`src/rtl/led_fade_pwm.sv`:
```
// Per-LED instant-on / linear fade-out brightness, rendered as PWM against a shared counter.
// Define LED_FADE_GAMMA_EN to map level to duty through a squared (approx. gamma-2) curve.
module led_fade_pwm #(
  parameter int LED_COUNT      = 4,
  parameter int PWM_WIDTH      = 8,
  parameter int FADE_DIV_WIDTH = 16,
  parameter int DECAY_STEP     = 16
) (
  input  logic                 i_clk,
  input  logic                 i_rst_n,
  input  logic [LED_COUNT-1:0] i_led,
  output logic [LED_COUNT-1:0] o_led
);

  localparam logic [PWM_WIDTH-1:0] LVL_MAX = '1;
  localparam logic [PWM_WIDTH-1:0] STEP    = PWM_WIDTH'(DECAY_STEP);

  logic [PWM_WIDTH-1:0]      pwm_cnt;
  logic [FADE_DIV_WIDTH-1:0] fade_div;
  logic                      fade_tick;
  logic [PWM_WIDTH-1:0]      level [LED_COUNT];
  logic [LED_COUNT-1:0]      o_led_nxt;

  // Saturating subtract: a released LED bottoms out at 0 instead of wrapping.
  function automatic logic [PWM_WIDTH-1:0] decay(input logic [PWM_WIDTH-1:0] x);
    return (x > STEP) ? (x - STEP) : '0;
  endfunction

  function automatic logic [PWM_WIDTH-1:0] duty(input logic [PWM_WIDTH-1:0] x);
`ifdef LED_FADE_GAMMA_EN
    logic [2*PWM_WIDTH-1:0] sq;
    sq = {{PWM_WIDTH{1'b0}}, x} * {{PWM_WIDTH{1'b0}}, x};
    return sq[2*PWM_WIDTH-1:PWM_WIDTH];
`else
    return x;
`endif
  endfunction

  assign fade_tick = &fade_div;

  // Stage: level -> PWM compare (combinational), registered into o_led below.
  always_comb begin
    o_led_nxt = '0;
    for (int i = 0; i < LED_COUNT; i++) begin
      o_led_nxt[i] = (level[i] == LVL_MAX) || (duty(level[i]) > pwm_cnt);
    end
  end

  always_ff @(posedge i_clk) begin
    if (!i_rst_n) begin
      pwm_cnt  <= '0;
      fade_div <= '0;
      o_led    <= '0;
      for (int i = 0; i < LED_COUNT; i++) begin
        level[i] <= '0;
      end
    end else begin
      pwm_cnt  <= pwm_cnt + 1'b1;
      fade_div <= fade_div + 1'b1;
      o_led    <= o_led_nxt;
      // Attack beats a coincident fade tick.
      for (int i = 0; i < LED_COUNT; i++) begin
        if (i_led[i]) begin
          level[i] <= LVL_MAX;
        end else if (fade_tick) begin
          level[i] <= decay(level[i]);
        end
      end
    end
  end

endmodule

```
`config.mk`:
```
export PLATFORM = sky130hd
export DESIGN_NAME = led_fade_pwm
export DESIGN_NICKNAME = d
export VERILOG_FILES = /design/src/rtl/led_fade_pwm.sv
export SDC_FILE = /design/constraint.sdc
export NUM_CORES = 1
export LEC_CHECK = 0
export CELL_PAD_IN_SITES_DETAIL_PLACEMENT = 0
export CELL_PAD_IN_SITES_GLOBAL_PLACEMENT = 1
export CORE_MARGIN = 2
export CORE_UTILIZATION = 40
export DETAILED_ROUTE_END_ITERATION = 10
export PLACE_DENSITY = 0.69
export SLEW_MARGIN = 10
export SYNTH_ARGS = -nofsm -noshare
export SYNTH_HDL_FRONTEND = slang
export SYNTH_SLANG_ARGS = --single-unit
```
`constraint.sdc`:
```
create_clock -name i_clk -period 3.5 [get_ports i_clk]
set_clock_uncertainty 0.05 [all_clocks]
set_input_delay 0.525 -clock i_clk [delete_from_list [all_inputs] [get_ports i_clk]]
set_output_delay 0.525 -clock i_clk [all_outputs]
set_load 0.01 [all_outputs]
```
---- Yosys cells after proc, flatten, opt, wreduce, memory -nomap -nowiden ----
Memory sizes are Yosys's and may differ from the RTL's.
Index checks and enable logic that the tools add are counted.
word-level totals
  logic and storage cells ................. 73
  memory bits (writable) .................. 32
  output and inout port bits .............. 4
  memories ................................ 1
  register bits ........................... 28
memories
  memory  depth  bits a word  rd ports  clocked after memory_dff  wr ports  RTL line  RTL
  level   4      8            4         0                         4         21        logic [PWM_WIDTH-1:0] level [LED_COUNT];
cells by class
  $lt $le $gt $ge ......................... 8
  mux-type cells .......................... 38
  reductions and logical operators ........ 5
  bitwise logic cells ..................... 8
  eq/ne operators ......................... 4
  $add $sub $neg .......................... 6
operators by type and width
  kind                                                            count
  two-way mux 8 bit                                               12
  == test 8 bit (second input constant)                           4
  greater-than comparator 8 x 5 -> 1 bit (second input constant)  4
  greater-than comparator 8 bit                                   4
  subtractor 8 x 5 -> 8 bit (second input constant)               4
  two-way mux 1 bit                                               26
  adder 16 x 1 -> 16 bit (second input constant)                  1
  AND reduction 16 bit                                            1
  adder 8 x 1 -> 8 bit (second input constant)                    1
  OR 1 bit                                                        8
  logical OR 1 bit                                                4

---- Longest topological paths before layout ----
Gate-level depths: netlist of the first run.
  depth after elaboration ................. 6
  gate-level depth with buffers ........... 7
  depth with buffers taken out ............ 6

---- Least setup slack after synthesis of the first run ----
No wires, ideal clock.
  path kind ............................... input to register
  start point ............................. input i_rst_n
  end point ............................... memory level[3][4] (data pin)
  data arrival time ....................... 1.671 ns
  stages on the path ...................... 6
  path slack .............................. 1.610 ns
  required time ........................... 3.281 ns
  setup time .............................. 0.169 ns
  buffers on the path ..................... 3
  cells stage by stage .................... clkbuf_1 -> clkinv_1 -> or2_1 -> buf_6 -> buf_8 -> o31ai_1
RTL lines
  item         RTL line  RTL
  from (decl)  10        input logic i_rst_n,
  to (decl)    21

==> results.md, run 1 <==
* Mean Syn Cell Area at 9.65 sq um
* Worst r2r src: fade_div[0]
* WHS Path Cells at 1
* Core region area at 0.00761 sq mm
* Post-synthesis register bit count at 48
* Tcrit/Tclk final at 63.1%
* Minimum clock period at 2210 ps
* # Post-CTS Setup Buffers at 0
* Boundary pin count at 10
* Met2 Use GR at 27.4%
* CTS resizes at 0
* Dpl hpwl at 4470 microns
* Max clock buf depth at 2
* Placed Area at 0.00327 sq mm
* Clock sink count at 48
* Critical path startpoint category: flip-flop
* RD Place Congestion at 0.771
* Gate Count Post-Synth at 320
* Worst Setup End Kind: flip-flop
* Setup_tns at 0 ps
* Final Core Density at 44.2%
* Dpl ws at 1160 ps
* Outcome: completed
* Gr busiest metal: met2
* Post-synth EDFFs at 20
* Mapped Area at 0.00309 sq mm
* Met1 global-route usage at 20.1%
* Initial antenna violation count at 0
* Residual DRC at 0
* # Max-Cap Violations at 0
* Peak VDD IR at 0.154 mV
* # hold bufs at CTS at 0
* Pin count of the biggest net entering global routing at 26
* Synth-to-Final Area Change at 8.83%
* Final ANT Viol Nets at 0
* CTS tree: done
* Reg2reg end: level[1][4]
* Starting DRT DRC Count at 67
* Hold Startpoint: fade_div[0]
* Most frequent cells in the layout: ha_1, nor2_1, dfxtp_1, inv_1, edfxtp_1
* Cell variety after synth at 39
* Final worst slack at 1290 ps
* CTS buffer count at 5
* Post-Syn Nets at 372
* Number of H-tree levels at 2
* Diode count at 0
* Row Count at 32
* Final Cell Area at 0.00336 sq mm
* Critical path class: reg2reg
* R2R depth at 5
* Worst Hold Class: reg2reg
* Vias per cell at 5.27
* Gr ovfl total at 0
* WL final at 6140 microns
* FFs w/ async S/R, synth at 0%
* Synth Flop Type: dfxtp_1
* Initial Util at 40.6%
* Power per cell area at 350 mW/mm^2
* Final hold viol count at 0
* Clock slew at reported path FFs at 90 ps
* Commonest non-fill, non-tap cell in the layout: ha_1
* Total power at 0.00118 W
* R2R setup slack at 1290 ps
* First-pass GRT wire length at 10500 microns
* WL/cell at 14.1 microns
* Later-pin clock latency in the skew report at 300 ps
* Slew @ Worst Pin at 541 ps
* Gr usage total at 15.7%
* FMAX at 453 MHz
* Die Y at 91.9 microns
* Final setup fails at 0
* Post-layout nets at 383
* Drt pass-1 iters at 4
* Vias at 2288
* Leak Pwr at 1.33 nW
* Share of post-route cells with drive strength above 1 at 3.61%
* Hold Path Sink: fade_div[0]
* WP data required at 3570 ps
* Seq/Total Area, Yosys at 37.6%
* CP Max Fanout at 16
* Clock root buffer master: clkbuf_8
* Vias in the first global route at 2204
* Critical path arrival at 2270 ps
* Die footprint at 0.00844 sq mm
* IO buf count at 9
* Met3 Usage GRT at 2.79%
* Unrepaired setup endpoints after global routing: no
* Yosys warns at 0
* Slew headroom at 63.9%
* Die width at 91.9 microns
* Max-slew violation count at 0
[flip-flops by register name (all words and copies together) (netlist names)]
signal,cells
pwm_cnt,8
o_led,4
level,20
fade_div,16
[layer usage]
metal	vias up	share of wire, %
met5	-	0
met4	0	1.1
met3	6	1.8
met2	14	48
met1	1066	49
li1	1202	-
[Yosys cell counts, types with 6 or more instances]
master    count  area, sq um
nand2_1      14         52.6
nor2b_1       8         50.1
xor2_1        9         78.8
o31ai_1       8         60.1
nor3_1        6         30.0
o21ai_0      16         80.1
a21oi_1      12         60.1
nand3_1      10         50.1
dfxtp_1      28          561
ha_1         46          576
nand4_1      14         87.6
xnor2_1       9         78.8
inv_1        27          101
nor2_1       29          109
edfxtp_1     20          601
[kinds of logic (layout without fill, tap and decap cells)]
group | Yosys count | after routing | share of synthesized area, %
AOI/OAI and AO/OA | 61 | 61 | 13.0
xor gates and xnor gates | 18 | 18 | 5.11
adders and majority gates | 46 | 46 | 18.6
buffers and inverters | 35 | 47 | 5.10
DFF | 48 | 48 | 37.6
muxes | 5 | 5 | 1.62
and+or+nand+nor | 107 | 107 | 18.9
[worst max-delay path, cell delays in order (launching register included)]
cell     delay, ps
dfxtp_1        380
ha_1           330
and3_1         250
nand4_4        210
or2_1          480
o31ai_1        310
[how the worst max path moves through the flow]
| stage | startpoint | endpoint | depth (start not counted) |
|---|---|---|---|
| 6_report | fade_div[0] | level[1][4] | 5 |
| 4_1_cts | fade_div[0] | level[1][5] | 5 |
| 2_1_floorplan | i_rst_n | level[3][4] | 6 |
| 3_3_place_gp | i_rst_n | level[0][5] | 5 |
| 5_1_grt | fade_div[0] | level[1][4] | 5 |
| 3_5_place_dp | i_rst_n | level[3][5] | 5 |
[through the flow]
step	std cells	hold slack, ps
final	434	418
after global routing	434	441
after CTS	434	420
after detailed placement	426	398
after global placement	426	398
after floorplan	320	376
[layout make-up]
type | instances | area, sq um
clock buffers | 7 | 86.3
clock inverters | 1 | 6.26
fillers | 736 | 4250
inverters | 28 | 105
multi-input cells | 237 | 1770
flip-flops and latches | 48 | 1160
well taps | 102 | 128
repair buffers | 11 | 105
[where the power goes]
part	internal (W)	total [W]	switching, W
clock network	0.000161	0.000340	0.000179
registers	0.000612	0.000644	0.0000313
logic	0.0000911	0.000192	0.000101
Power figures use the tool's default switching activity.
==> inputs of run 2 (changes only) <==
==> constraint.sdc (replaced) <==
create_clock -name i_clk -period 2.1 [get_ports i_clk]
set_clock_uncertainty 0.05 [all_clocks]
set_input_delay 0.315 -clock i_clk [delete_from_list [all_inputs] [get_ports i_clk]]
set_output_delay 0.315 -clock i_clk [all_outputs]
set_load 0.01 [all_outputs]
==> results.md, run 2 (synthesis results as in run 1) <==
* Leak Pwr at 1.37 nW (+2.9%)
* Max-slew violation count at 0 (unchanged)
* WHS Path Cells at 1 (unchanged)
* Final Cell Area at 0.00342 sq mm (+1.7%)
* Met3 Usage GRT at 3.12% (+0.33 points)
* Largest Register: level
* Final hold viol count at 0 (unchanged)
* FMAX at 559 MHz (+23%)
* Worst Hold Class: reg2reg
* Max stage delay on crit path at 380 ps (-100 ps)
* Vias at 2355 (+2.9%)
* Slowest-stage cell, CP: dfxtp_1
* Worst Setup End Kind: flip-flop
* Gr ovfl total at 0 (unchanged)
* Peak VDD IR at 0.371 mV (+140%)
* Diode count at 0 (unchanged)
* Critical path class: reg2reg
* CTS tree: done
* Slew @ Worst Pin at 377 ps (-164 ps)
* Outcome: completed
* RD Place Congestion at 0.793 (+2.8%)
* Synth-to-Final Area Change at 10.7%
* Minimum clock period at 1790 ps (-417 ps)
* FILL cells at 741 (+0.68%)
* Initial antenna violation count at 0 (unchanged)
* Gr usage total at 17.0% (+1.3 points)
* Post-layout nets at 389 (+1.6%)
* Number of H-tree levels at 2 (unchanged)
* Core region area at 0.00761 sq mm (unchanged)
* Die footprint at 0.00844 sq mm (unchanged)
* Tcrit/Tclk final at 85.2% (+22 points)
* # Max-Cap Violations at 0 (unchanged)
* Vias in the first global route at 2336 (+6.0%)
* Unrepaired setup endpoints after global routing: no
* Gr busiest metal: met2
* Starting DRT DRC Count at 96 (+43%)
* Slew headroom at 74.2% (+10 points)
* Crit path cell chain: ha_1, and3_1, nand4_4, or2_4, o31ai_1
* Clock slew at reported path FFs at 90 ps (about the same)
* Drt pass-1 iters at 6 (+2)
* # hold bufs at CTS at 0 (unchanged)
* Total power at 0.00202 W (+72%)
* Met2 Use GR at 28.0% (+0.61 points)
* Placed Area at 0.00331 sq mm (+1.4%)
* Vias per cell at 5.35 (+1.5%)
* Commonest non-fill, non-tap cell in the layout: ha_1
* Critical path startpoint category: flip-flop
* Initial Util at 40.6% (unchanged)
* IO buf count at 9 (unchanged)
* Critical path arrival at 1870 ps (-400 ps)
* Final setup fails at 0 (unchanged)
* Final ANT Viol Nets at 0 (unchanged)
* Clock root buffer master: clkbuf_8
* Setup_tns at 0 ps (unchanged)
* Share of post-route cells with drive strength above 1 at 5.62% (+2.0 points)
* WL final at 6410 microns (+4.3%)
* Later-pin clock latency in the skew report at 290 ps (about the same)
* Boundary pin count at 10 (unchanged)
* Residual DRC at 0 (unchanged)
* Met1 global-route usage at 22.4% (+2.3 points)
* Row Count at 32 (unchanged)
* Die Y at 91.9 microns (unchanged)
* R2R depth at 5 (unchanged)
* First-pass GRT wire length at 11400 microns (+7.9%)
* Top flop regs: level (20), fade_div (16), pwm_cnt (8)
* CTS buffer count at 5 (unchanged)
* Clock sink count at 48 (unchanged)
* Pin count of the biggest net entering global routing at 26 (unchanged)
* Most frequent cells in the layout: ha_1, nor2_1, dfxtp_1, inv_1, edfxtp_1
* Power per cell area at 592 mW/mm^2 (+69%)
* CP Max Fanout at 16 (unchanged)
* Dpl hpwl at 4680 microns (+4.8%)
* Die width at 91.9 microns (unchanged)
* Max clock buf depth at 2 (unchanged)
* Largest register FFs at 20 (unchanged)
* WL/cell at 14.6 microns (+2.9%)
* WP data required at 2180 ps (-1390 ps)
[run 2: cell count changes in the layout (fill, tap and decap cells not counted)]
cell and change:
or2_1 -1, clkbuf_16 +1, clkbuf_8 -1, buf_4 +6, or2_4 +1, clkinv_2 +1, inv_4 -1
[run 2: path summary, 6_finish.rpt]
| check | from | endpoint | slack [ps] |
|---|---|---|---|
| setup / recovery | fade_div[0] | level[1][5] | 310 |
| hold / removal | fade_div[0] | fade_div[0] | 420 |
| setup reg to reg | fade_div[0] | level[1][5] | 310 |
| hold reg to reg | fade_div[0] | fade_div[0] | 420 |
[run 2: critical path: cells and delay by family, from the launching register on]
kind            cells  cell delay (ps)
compound gates      1              250
fa+ha+maj           1              170
flops               1              380
simple gates        3              780
[run 2: final cells by class]
type                    count  area [sq um]  share of cell area [%]
repair buffers             17           150                    4.39
multi-input cells         237          1770                    51.8
well taps                 102           128                    3.73
inverters                  28           105                    3.07
clock buffers               7          97.6                    2.86
flip-flops and latches     48          1160                    34.0
clock inverters             1          5.00                   0.146
[run 2: what timing repair did]
| action | in CTS | in global routing |
|---|---|---|
| endpoints found under the setup margin | 0 | 9 |
| setup buffers | 0 | 0 |
| gates resized for setup | 0 | 2 |
[run 2: report_power, final]
part	switching, W	internal, W	leakage, nW
combinational	0.000175	0.000157	0.866
sequential	0.0000515	0.00102	0.447
clock	0.000312	0.000306	0.0534
[run 2: per-layer routing]
| metal | share of wire [%] | wire length (microns) |
|---|---|---|
| met1 | 49 | 3160 |
| met2 | 46 | 2920 |
| met3 | 3.2 | 208 |
| met4 | 1.8 | 113 |
| met5 | 0 | 0 |
[run 2: metrics by stage]
stage	hold WS, ps	std cells	worst slack (ps)	utilization (%)
CTS	420	440	88.0	44.9
global placement	390	432	185	43.6
global route	448	440	104	44.9
finish	417	440	310	44.9
detailed placement	397	432	107	43.6
floorplan	376	320	243	-
==> inputs of run 3 (changes only) <==
--- a/config.mk
+++ b/config.mk
@@ -10,8 +10,9 @@
 export CORE_MARGIN = 2
 export CORE_UTILIZATION = 40
 export DETAILED_ROUTE_END_ITERATION = 10
-export PLACE_DENSITY = 0.69
+export PLACE_DENSITY = 0.65
 export SLEW_MARGIN = 10
 export SYNTH_ARGS = -nofsm -noshare
 export SYNTH_HDL_FRONTEND = slang
 export SYNTH_SLANG_ARGS = --single-unit
+export TNS_END_PERCENT = 30
==> results.md, run 3 (synthesis results as in run 1) <==
* First-pass GRT wire length at 11100 microns (-1.9%)
* Critical path arrival at 2010 ps (+140 ps)
* FMAX at 516 MHz (-7.6%)
* Unrepaired setup endpoints after global routing: no
* Die Y at 91.9 microns (unchanged)
* Final hold viol count at 0 (unchanged)
* Vias at 2333 (-0.93%)
* Slowest-stage cell, CP: or2_2
* Initial antenna violation count at 0 (unchanged)
* Slew @ Worst Pin at 407 ps (+29.4 ps)
* CTS tree: done
* Max stage delay on crit path at 490 ps (+110 ps)
* Hold Startpoint: fade_div[0]
* Slew headroom at 72.5% (-1.7 points)
* CP Max Fanout at 16 (unchanged)
* # Max-Cap Violations at 0 (unchanged)
* Peak VDD IR at 0.268 mV (-28%)
* Boundary pin count at 10 (unchanged)
* Largest register FFs at 20 (unchanged)
* CP top delay family: simple AND/OR/NAND/NOR gates
* Max-slew violation count at 0 (unchanged)
* Max clock buf depth at 2 (unchanged)
* WL/cell at 14.7 microns (+0.72%)
* Clock slew at reported path FFs at 90 ps (about the same)
* CTS buffer count at 5 (unchanged)
* Minimum clock period at 1940 ps (+147 ps)
* Residual DRC at 0 (unchanged)
* Initial Util at 40.6% (unchanged)
* Number of H-tree levels at 2 (unchanged)
* Die footprint at 0.00844 sq mm (unchanged)
* Drt pass-1 iters at 4 (-2)
* Share of post-route cells with drive strength above 1 at 4.76% (-0.86 points)
* Core region area at 0.00761 sq mm (unchanged)
* Commonest non-fill, non-tap cell in the layout: ha_1
* Row Count at 32 (unchanged)
* RD Place Congestion at 0.769 (-3.1%)
* Worst hold margin at 422 ps (+4.20 ps)
* WL final at 6420 microns (+0.27%)
* Vias in the first global route at 2328 (-0.34%)
* Post-layout nets at 387 (-0.51%)
* Diode count at 0 (unchanged)
* Setup_tns at 0 ps (unchanged)
* Synth-to-Final Area Change at 9.72%
* Tcrit/Tclk final at 92.2% (+7.0 points)
* Worst Setup End Kind: flip-flop
* Outcome: completed
* IO buf count at 9 (unchanged)
* Most frequent cells in the layout: ha_1, nor2_1, dfxtp_1, inv_1, edfxtp_1
* Vias per cell at 5.33 (-0.48%)
* Worst Hold Class: reg2reg
* Final ANT Viol Nets at 0 (unchanged)
* Critical path class: reg2reg
* Final Cell Area at 0.00339 sq mm (-0.88%)
* Worst r2r src: fade_div[0]
* Gr usage total at 16.7% (-0.25 points)
* WP data required at 2180 ps (about the same)
* Die width at 91.9 microns (unchanged)
* Pin count of the biggest net entering global routing at 26 (unchanged)
* Power per cell area at 583 mW/mm^2 (-1.5%)
* CP startpoint: fade_div[0]
* Clock sink count at 48 (unchanged)
* Crit path cell chain: ha_1, and3_1, nand4_4, or2_2, o31ai_1
* Final setup fails at 0 (unchanged)
* Critical path startpoint category: flip-flop
* Later-pin clock latency in the skew report at 300 ps (about the same)
* Dpl hpwl at 4650 microns (-0.68%)
* Gr ovfl total at 0 (unchanged)
* # hold bufs at CTS at 0 (unchanged)
* FILL cells at 778 (+5.0%)
* Clock root buffer master: clkbuf_8
* Starting DRT DRC Count at 64 (-33%)
* Placed Area at 0.00330 sq mm (-0.45%)
* Top flop regs: level (20), fade_div (16), pwm_cnt (8)
* Worst path buffer plus inverter count at 0 (unchanged)
* # Post-CTS Setup Buffers at 0 (unchanged)
* Largest Register: level
* Leak Pwr at 1.35 nW (-1.5%)
-- run 3: report_power, final --
group          switching (W)  internal (W)  leakage, nW
Combinational       0.000172      0.000156        0.853
Clock               0.000305      0.000269       0.0455
Sequential         0.0000508       0.00102        0.447
-- run 3: area by class of cell --
type / count / area [sq um] / area share [%]
repair buffers: 15 / 135 / 3.99
multi-input cells: 237 / 1770 / 52.2
inverters: 28 / 105 / 3.10
clock buffers: 8 / 90.1 / 2.66
well taps: 102 / 128 / 3.77
flip-flops and latches: 48 / 1160 / 34.3
-- run 3: path summary, 6_finish.rpt --
path,to,slack [ps],cells after the start
max,level[0][4],160,5
min,fade_div[0],420,1
max reg2reg,level[0][4],160,5
min reg2reg,fade_div[0],420,1
-- run 3: repair_timing --
item | CTS | global route
gates resized for setup | 0 | 1
setup endpoints to repair | 0 | 9
hold endpoints to repair | 0 | 0
-- run 3: stage by stage --
stage / std cells / power (W) / util (%) / setup WS (ps)
detailed placement: 430 / 0.00142 / 43.4 / 129
CTS: 438 / 0.00199 / 44.5 / 96.4
global placement: 430 / 0.00142 / 43.4 / 195
global route: 438 / 0.00209 / 44.5 / 11.7
floorplan: 320 / 0.00131 / - / 243
finish: 438 / 0.00197 / 44.5 / 164
-- run 3: per-layer routing --
layer | up-vias | share of wire [%] | global-route usage [%]
met5 | - | 0 | 0
met4 | 0 | 0.59 | 4.73
met3 | 2 | 2.2 | 3.45
met2 | 27 | 47 | 28.4
met1 | 1100 | 50 | 21.5
li1 | 1204 | - | -
